[src/rtl/mnist_ctrl_pkg.sv]
// rtl/mnist_ctrl_pkg.sv - shared types and constants for the MNIST frame sequencer
//
// Purpose: frame sequencer state encoding, default network widths and the
//          settle counter width, imported by mnist_infer_ctrl and pixel_deser.
// Ports:   none (package).
package mnist_ctrl_pkg;

  typedef enum logic [1:0] {
    ST_LOAD   = 2'd0,
    ST_SETTLE = 2'd1,
    ST_OUTPUT = 2'd2
  } state_t;

  localparam int N_IN_DEFAULT  = 49;
  localparam int N_OUT_DEFAULT = 2;

  // Wide enough for the largest legal settle window (15).
  localparam int SETTLE_W = 4;

endpackage

[src/rtl/pixel_deser.sv]
// rtl/pixel_deser.sv - 1-bit pixel deserializer with write index and frame flags
//
// Purpose: writes accepted pixel beats into consecutive bits of a parallel
//          register (beat k -> bit k) and flags the beat that closes a frame.
// Ports:
//   i_clk, i_rst  clock, asynchronous active-high reset
//   i_wr          accepted pixel beat this cycle
//   i_data        pixel bit of the beat
//   i_last        beat carries the end-of-frame marker
//   i_clear       zero the register and the index (result handed off)
//   o_bits        parallel frame vector
//   o_idx_nz      write index is non-zero (a frame is partially loaded)
//   o_done        this beat closes the frame (full, or early end marker)
//   o_err         this beat closes the frame with a framing error
module pixel_deser
  import mnist_ctrl_pkg::*;
#(
  parameter int N_IN = N_IN_DEFAULT
) (
  input  logic            i_clk,
  input  logic            i_rst,
  input  logic            i_wr,
  input  logic            i_data,
  input  logic            i_last,
  input  logic            i_clear,
  output logic [N_IN-1:0] o_bits,
  output logic            o_idx_nz,
  output logic            o_done,
  output logic            o_err
);

  localparam int IDX_W = (N_IN > 1) ? $clog2(N_IN) : 1;

  logic [IDX_W-1:0] r_idx;
  logic [N_IN-1:0]  r_bits;
  logic             w_at_end;

  assign w_at_end = (r_idx == IDX_W'(N_IN - 1));

  // A frame closes either when the last bit position is written or when the
  // source marks the end early. The two conditions disagreeing is the error.
  assign o_done   = i_wr & (w_at_end | i_last);
  assign o_err    = i_wr & (w_at_end ^ i_last);
  assign o_bits   = r_bits;
  assign o_idx_nz = (r_idx != '0);

  always_ff @(posedge i_clk or posedge i_rst) begin
    if (i_rst) begin
      r_idx  <= '0;
      r_bits <= '0;
    end else if (i_clear) begin
      r_idx  <= '0;
      r_bits <= '0;
    end else if (i_wr) begin
      r_bits[r_idx] <= i_data;
      // The index holds on the closing beat so it never runs past N_IN-1.
      if (!o_done) begin
        r_idx <= r_idx + 1'b1;
      end
    end
  end

endmodule

[src/rtl/mnist_infer_ctrl.sv]
// rtl/mnist_infer_ctrl.sv - one-frame-at-a-time sequencer around an MTNCL classifier
//
// Purpose: loads a serial pixel frame into the network input vector, holds it
//          for SETTLE_CYCLES, captures the network output and offers it on a
//          valid/ready result port, with a framing error flag and frame count.
// Ports:
//   i_clk, i_rst                 clock, asynchronous active-high reset
//   i_pix_valid/o_pix_ready      pixel beat handshake
//   i_pix_data, i_pix_last       pixel bit and end-of-frame marker
//   o_net_in                     network in_bits (beat k in bit k)
//   i_net_out                    network out_bits
//   o_res_valid/i_res_ready      result handshake
//   o_res_bits, o_res_err        captured network output and framing error
//   o_busy                       frame in progress
//   o_frame_cnt                  completed result handshakes (wrapping)
module mnist_infer_ctrl
  import mnist_ctrl_pkg::*;
#(
  parameter int N_IN          = N_IN_DEFAULT,
  parameter int N_OUT         = N_OUT_DEFAULT,
  parameter int SETTLE_CYCLES = 2,    // legal range 1..15
  parameter int CNT_W         = 16
) (
  input  logic             i_clk,
  input  logic             i_rst,
  input  logic             i_pix_valid,
  output logic             o_pix_ready,
  input  logic             i_pix_data,
  input  logic             i_pix_last,
  output logic [N_IN-1:0]  o_net_in,
  input  logic [N_OUT-1:0] i_net_out,
  output logic             o_res_valid,
  input  logic             i_res_ready,
  output logic [N_OUT-1:0] o_res_bits,
  output logic             o_res_err,
  output logic             o_busy,
  output logic [CNT_W-1:0] o_frame_cnt
);

  state_t              r_state;
  logic [SETTLE_W-1:0] r_settle;
  logic                r_err;
  logic                r_res_valid;
  logic [N_OUT-1:0]    r_res_bits;
  logic                r_res_err;
  logic [CNT_W-1:0]    r_frame_cnt;

  logic w_pix_ready;
  logic w_wr;
  logic w_clear;
  logic w_done;
  logic w_err;
  logic w_idx_nz;

  // Ready is a decode of the state register only (never of i_pix_valid), and
  // is gated by i_rst so it drops in the same cycle reset is asserted.
  assign w_pix_ready = (r_state == ST_LOAD) & ~i_rst;
  assign w_wr        = i_pix_valid & w_pix_ready;
  assign w_clear     = (r_state == ST_OUTPUT) & i_res_ready;

  pixel_deser #(
    .N_IN (N_IN)
  ) u_deser (
    .i_clk    (i_clk),
    .i_rst    (i_rst),
    .i_wr     (w_wr),
    .i_data   (i_pix_data),
    .i_last   (i_pix_last),
    .i_clear  (w_clear),
    .o_bits   (o_net_in),
    .o_idx_nz (w_idx_nz),
    .o_done   (w_done),
    .o_err    (w_err)
  );

  always_ff @(posedge i_clk or posedge i_rst) begin
    if (i_rst) begin
      r_state     <= ST_LOAD;
      r_settle    <= '0;
      r_err       <= 1'b0;
      r_res_valid <= 1'b0;
      r_res_bits  <= '0;
      r_res_err   <= 1'b0;
      r_frame_cnt <= '0;
    end else begin
      case (r_state)
        ST_LOAD: begin
          if (w_done) begin
            r_err    <= w_err;
            r_settle <= SETTLE_W'(1);
            r_state  <= ST_SETTLE;
          end
        end
        ST_SETTLE: begin
          // net_in is frozen here; the network output is sampled on the
          // last settle cycle so it has had the full window to resolve.
          if (r_settle == SETTLE_W'(SETTLE_CYCLES)) begin
            r_res_bits  <= i_net_out;
            r_res_err   <= r_err;
            r_res_valid <= 1'b1;
            r_state     <= ST_OUTPUT;
          end else begin
            r_settle <= r_settle + 1'b1;
          end
        end
        ST_OUTPUT: begin
          if (i_res_ready) begin
            r_res_valid <= 1'b0;
            r_frame_cnt <= r_frame_cnt + 1'b1;
            r_state     <= ST_LOAD;
          end
        end
        default: begin
          r_state <= ST_LOAD;
        end
      endcase
    end
  end

  assign o_pix_ready = w_pix_ready;
  assign o_res_valid = r_res_valid;
  assign o_res_bits  = r_res_bits;
  assign o_res_err   = r_res_err;
  assign o_frame_cnt = r_frame_cnt;
  assign o_busy      = (r_state != ST_LOAD) | w_idx_nz;

endmodule

[config.mk]
export PLATFORM = sky130hd
export DESIGN_NAME = mnist_infer_ctrl
export DESIGN_NICKNAME = d
export VERILOG_FILES = /design/src/rtl/mnist_ctrl_pkg.sv /design/src/rtl/pixel_deser.sv /design/src/rtl/mnist_infer_ctrl.sv
export SDC_FILE = /design/constraint.sdc
export NUM_CORES = 1
export LEC_CHECK = 0
export ABC_AREA = 1
export BUFFER_PORTS_ARGS = -buffer_cell sky130_fd_sc_hd__buf_2
export CAP_MARGIN = 0
export CORE_MARGIN = 1
export CORE_UTILIZATION = 35
export DETAILED_ROUTE_END_ITERATION = 10
export MAX_ROUTING_LAYER = met4
export SYNTH_ARGS = -nofsm -noshare
export SYNTH_HDL_FRONTEND = slang
export SYNTH_SLANG_ARGS = --single-unit
[constraint.sdc]
create_clock -name i_clk -period 3.1 [get_ports i_clk]
set_clock_uncertainty 0.15 [all_clocks]
set_input_delay 0.62 -clock i_clk [delete_from_list [all_inputs] [get_ports i_clk]]
set_output_delay 0.62 -clock i_clk [all_outputs]
set_load 0.01 [all_outputs]
==> flow_metrics.env, run 1 <==
export IMPL_outcome="finished clean"
export IMPL_routed_via_density=4.71
export IMPL_startpoint_type="flip-flop"
export IMPL_criticalPathCategory="flip-flop to primary output"
export IMPL_syn2layout_area_growth_pct=18.8
export IMPL_ys_warn_count=0
export IMPL_synth_seq_cells=82
export IMPL_die_width_um=112
export IMPL_cts_buffers=9
export IMPL_drive_above_1_share_pct=16.0
export IMPL_end_kind="primary output"
export IMPL_layout_nets=677
export IMPL_power_density_nw_per_um2=780
export IMPL_synth_cells=588
export IMPL_required_ns=2.33
export IMPL_cp_slowest_stage_delay_ns=0.45
export IMPL_drt_initial_drc_count=204
export IMPL_min_from="o_frame_cnt[15]"
export IMPL_fmax_ghz=0.427
export IMPL_period_minus_slack_ns=2.34
export IMPL_antenna_cells=0
export IMPL_rsz0062_at_grt="false"
export IMPL_post_route_period_util_pct=75.6
export IMPL_die_area_um2=12700
export IMPL_tritoncts="yes"
export IMPL_peakVddDrop_v=0.000322
export IMPL_synth_nets=602
export IMPL_grt_pass1_vias=3629
export IMPL_cts_hold_buffers=0
export IMPL_hp_class="flip-flop to flip-flop"
export IMPL_hpwl_mm=6.94
export IMPL_ant_nets=0
export IMPL_cpMaxStageDelayCell="dfrtp_1"
export IMPL_cts_sinks=82
export IMPL_worst_pin_slew_ns=1.05
export IMPL_slew_viol_final=0
export IMPL_postLayoutCoreUtil_pct=43.5
export IMPL_synth_area_um2=4270
export IMPL_clkTransAtPathRegs_ns=0.06
export IMPL_setup_violations=0
export IMPL_io_buffers=78
export IMPL_r2r_end="u_deser.r_idx[1]"
export IMPL_power_leakage_uw=0.00310
export IMPL_setup_tns_ns=0
export IMPL_globalplace_congestion=0.770
export IMPL_grt_usage_pct=17.6
export IMPL_post_cts_setup_buffers=0
export IMPL_crit_fanout=7
export IMPL_grt_overflow=0
export IMPL_ctsLongestPathBuffers=2
export IMPL_antenna_found_initial=0
export IMPL_hold_end="o_frame_cnt[15]"
export IMPL_hold_depth=1
export IMPL_core_area_um2=11700
export IMPL_drv_cap=0
export IMPL_first_pass_iters=4
export IMPL_rrSetupSlack_ns=0.83
export IMPL_arrival_ns=1.57
export IMPL_timing_final_ws_setup_ns=0.755
export IMPL_r2r_start="u_deser.r_idx[0]"
export IMPL_place_inst=795
export IMPL_start_util_pct=36.6
export IMPL_maxSlewHeadroom_pct=29.9
export IMPL_vias=3819
export IMPL_grt_pass1_wl_mm=17.4
export IMPL_path_cells="inv_1, ha_1, nand2_1, nor2_1, nand3_1, buf_2"
export IMPL_layout_cells_non_filler=811
export IMPL_ios=79
export IMPL_drc=0
export IMPL_clock_latency_ns=0.33
export IMPL_synth_avg_cell_area_um2=7.27
export IMPL_cts_htree_levels=3
export IMPL_grt_max_degree=83
export IMPL_clockRootBuffer="clkbuf_16"
export IMPL_synth_yosys_seq_area_share_pct=48.0
export IMPL_pre_cts_ws_ns=0.841
export IMPL_fp_row_count=39
export IMPL_wl_per_cell_um=12.5
export IMPL_post_cts_resized=0
export IMPL_hold_violations=0
export IMPL_total_power_uw=3960
export IMPL_fillerInstances=1194
export IMPL_synth_cell_types=23
export IMPL_reg2regPathDepth=11
export IMPL_fp_dieH_um=112
export IMPL_finalWirelength_mm=10.1
## state kept, by name, indices dropped and copies added (netlist names)
signal	cells
r_err	1
o_res_err	1
r_settle	4
o_frame_cnt	16
r_state	2
o_res_bits	2
u_deser.r_idx	6
o_res_valid	1
u_deser.o_bits	49
## cell type report
cell class | instances | area [um^2] | share of cell area (%)
multi-input combinational | 404 | 1800 | 35.5
tap | 143 | 179 | 3.52
clock buffer | 11 | 253 | 4.98
inverter | 84 | 319 | 6.28
sequential | 82 | 2050 | 40.4
timing repair buffer | 82 | 420 | 8.28
clock inverter | 5 | 52.6 | 1.03
## worst max-delay path: cells and delay by family (launching register included)
family,cells,cell delay (ns)
adder cells (fa/ha/maj),1,0.17
flip-flops,1,0.45
AND/OR/NAND/NOR,3,0.27
buffers and inverters,2,0.35
## layout by cell type (no fill, tap or decap), types with 2 or more instances in the layout
cell | Yosys | layout
a21oi_1 | 2 | 2
buf_2 | 8 | 78
ha_1 | 6 | 6
inv_2 | 3 | 3
inv_1 | 81 | 80
dfrtp_1 | 82 | 82
buf_4 | 1 | 4
nand3_2 | 2 | 2
clkinv_2 | 0 | 3
o21ai_0 | 48 | 48
nand4_1 | 8 | 8
clkbuf_8 | 0 | 2
nand2_1 | 205 | 205
nor2_2 | 2 | 2
clkinvlp_4 | 0 | 2
o21ai_1 | 14 | 14
nand3_1 | 24 | 24
xnor2_1 | 7 | 7
xor2_1 | 7 | 7
clkbuf_16 | 0 | 9
nor2_1 | 75 | 75
## routing by layer
| metal | vias up | share of wire, % | GRT usage, % |
|---|---|---|---|
| li1 | 1952 | - | - |
| met1 | 1790 | 48 | 23.1 |
| met2 | 67 | 47 | 28.0 |
| met3 | 10 | 3.2 | 2.70 |
| met4 | 0 | 1.3 | 5.51 |
| met5 | - | 0 | - |
## stage by stage
stage | hold WS, ns | instance area [um^2]
6_report | 0.317 | 5080
2_1_floorplan | 0.313 | 4280
4_1_cts | 0.321 | 5080
3_5_place_dp | 0.309 | 4770
5_1_grt | 0.341 | 5080
3_3_place_gp | 0.306 | 4770
## cell usage after synthesis
master | count | area [um^2]
dfrtp_1 | 82 | 2050
ha_1 | 6 | 75.1
o21ai_1 | 14 | 70.1
nand4_1 | 8 | 50.1
o21ai_0 | 48 | 240
xnor2_1 | 7 | 61.3
buf_4 | 1 | 7.51
nand2_1 | 205 | 769
o21bai_1 | 1 | 7.51
a21oi_1 | 2 | 10.0
nor3_1 | 1 | 5.00
inv_1 | 81 | 304
nand3_1 | 24 | 120
inv_2 | 3 | 11.3
nor2_1 | 75 | 282
nor3_2 | 1 | 10.0
o31ai_1 | 1 | 7.51
xor2_1 | 7 | 61.3
clkbuf_1 | 6 | 22.5
nor2_2 | 2 | 12.5
buf_6 | 3 | 33.8
nand3_2 | 2 | 20.0
buf_2 | 8 | 40.0
## worst max path at each step
stage / from / end / cells past startpoint
floorplan: i_rst / u_deser.o_bits[24] / 9
detailed placement: u_deser.r_idx[0] / u_deser.r_idx[2] / 11
finish: u_deser.r_idx[0] / o_busy / 6
global route: u_deser.r_idx[0] / u_deser.r_idx[1] / 11
global placement: i_res_ready / u_deser.r_idx[1] / 7
CTS: u_deser.r_idx[0] / o_busy / 6
## power breakdown
part	switching [uW]	internal, uW	leakage [uW]
sequential	234	1350	0.00109
clock	423	664	0.000151
combinational	838	448	0.00186
## cell families after synthesis
family	synth area share (%)
xor+xnor	2.87
buf+inv	9.81
fa+ha+maj	1.76
compound gates	7.85
simple gates	29.7
flops	48.0
(Power assumes the default switching activity.)
==> run 2: changes to the inputs <==
==> constraint.sdc (replaced) <==
create_clock -name i_clk -period 2.4 [get_ports i_clk]
set_clock_uncertainty 0.15 [all_clocks]
set_input_delay 0.48 -clock i_clk [delete_from_list [all_inputs] [get_ports i_clk]]
set_output_delay 0.48 -clock i_clk [all_outputs]
set_load 0.01 [all_outputs]
==> flow_metrics.env, run 2 (synthesis results as in run 1) <==
export IMPL_hold_violations=0
export IMPL_syn2layout_area_growth_pct=19.4
export IMPL_antenna_found_initial=0
export IMPL_path_cells="inv_1, ha_1, nand2_1, nor2_1, nand3_1, buf_2"
export IMPL_peakVddDrop_v=0.000332
export IMPL_clockRootBuffer="clkbuf_16"
export IMPL_grt_pass1_wl_mm=17.4
export IMPL_wl_per_cell_um=12.9
export IMPL_post_cts_setup_buffers=0
export IMPL_startpoint_type="flip-flop"
export IMPL_crit_fanout=7
export IMPL_antenna_cells=0
export IMPL_ant_nets=0
export IMPL_layout_commonest_cell="nand2_1"
export IMPL_start_util_pct=36.6
export IMPL_routed_via_density=4.68
export IMPL_io_buffers=78
export IMPL_crit_family="flip-flops"
export IMPL_cts_htree_levels=3
export IMPL_fin_area_um2=5100
export IMPL_pre_cts_ws_ns=0.251
export IMPL_post_route_period_util_pct=91.5
export IMPL_maxSlewHeadroom_pct=29.4
export IMPL_period_minus_slack_ns=2.20
export IMPL_die_area_um2=12700
export IMPL_hpwl_mm=7.03
export IMPL_grt_pass1_vias=3606
export IMPL_cp_slowest_stage_delay_ns=0.44
export IMPL_globalplace_congestion=0.836
export IMPL_timing_final_ws_setup_ns=0.203
export IMPL_end_kind="primary output"
export IMPL_fp_row_count=39
export IMPL_hp_class="input port to flip-flop"
export IMPL_required_ns=1.77
export IMPL_first_pass_iters=6
export IMPL_path_buf_inv=2
export IMPL_die_width_um=112
export IMPL_worst_pin_slew_ns=1.06
export IMPL_finalWirelength_mm=10.4
export IMPL_multi_input_area_um2=1830
export IMPL_power_leakage_uw=0.00311
export IMPL_arrival_ns=1.57
export IMPL_tritoncts="yes"
export IMPL_setup_violations=0
export IMPL_seq_area_um2=2050
export IMPL_fmax_ghz=0.455
export IMPL_holdWs_ns=0.209
export IMPL_drc=0
export IMPL_grt_usage_pct=17.9
export IMPL_cts_sinks=82
export IMPL_cts_buffers=9
export IMPL_largest_reg_flops=49
export IMPL_clock_latency_ns=0.33
export IMPL_final_cell_mix="nand2_1 (195), dfrtp_1 (82), inv_1 (80)"
export IMPL_core_area_um2=11700
export IMPL_power_density_nw_per_um2=1010
export IMPL_grt_max_degree=83
export IMPL_slew_viol_final=0
export IMPL_postLayoutCoreUtil_pct=43.8
export IMPL_drv_cap=0
export IMPL_cpMaxStageDelayCell="dfrtp_1"
export IMPL_outcome="finished clean"
export IMPL_drt_initial_drc_count=268
export IMPL_grt_overflow=0
export IMPL_ctsLongestPathBuffers=2
export IMPL_criticalPathCategory="flip-flop to primary output"
export IMPL_fillerInstances=1203
export IMPL_rsz0062_at_grt="false"
export IMPL_drive_above_1_share_pct=17.1
export IMPL_layout_nets=676
export IMPL_vias=3787
export IMPL_total_power_uw=5140
export IMPL_clkTransAtPathRegs_ns=0.06
export IMPL_place_area_um2=4800
export IMPL_ios=79
export IMPL_fp_dieH_um=112
run 2: cell type report:
| cell class | instances | area share [%] |
|---|---|---|
| clock buffers | 14 | 5.17 |
| inverters | 84 | 6.25 |
| flip-flops and latches | 82 | 40.2 |
| well taps | 143 | 3.51 |
| multi-input cells | 404 | 35.8 |
| repair buffers | 81 | 8.34 |
| clock inverters | 2 | 0.686 |
run 2: repair_timing:
item / in CTS / in global routing
endpoints found under the setup margin: 0 / 4
resized for setup: 0 / 1
hold buffers: 0 / 0
run 2: final timing paths:
path                       cells past startpoint             start          endpoint  slack, ns
setup / recovery                               6  u_deser.r_idx[0]            o_busy       0.20
max in group asynchronous                      3             i_rst    o_frame_cnt[9]       1.04
setup reg to reg                              11  u_deser.r_idx[0]  u_deser.r_idx[1]       0.36
hold reg to reg                                2       o_res_valid       o_res_valid       0.33
min in group asynchronous                      3             i_rst    o_frame_cnt[0]       0.38
hold / removal                                 2       i_res_ready        r_state[1]       0.21
run 2: per-layer routing:
metal,track usage (%),wire length (um),part of all wire [%],vias up
met5,-,0,0,-
met4,5.42,131,1.3,0
met3,3.29,447,4.3,8
met2,29.5,5110,49,70
met1,22.4,4760,46,1761
li1,-,-,-,1948
run 2: metrics by stage:
| stage | setup TNS, ns | instances |
|---|---|---|
| after floorplan | -17.27 | 588 |
| after detailed placement | 0 | 794 |
| after global placement | 0 | 794 |
| final | 0 | 810 |
| after CTS | 0 | 810 |
| after global routing | 0 | 810 |
run 2: power by group:
group	leakage (uW)	switching (uW)	total (uW)	internal (uW)
Clock	0.000147	540	1400	863
Sequential	0.00109	292	2040	1750
Combinational	0.00187	1110	1700	589
Total	0.00311	1940	5140	3200
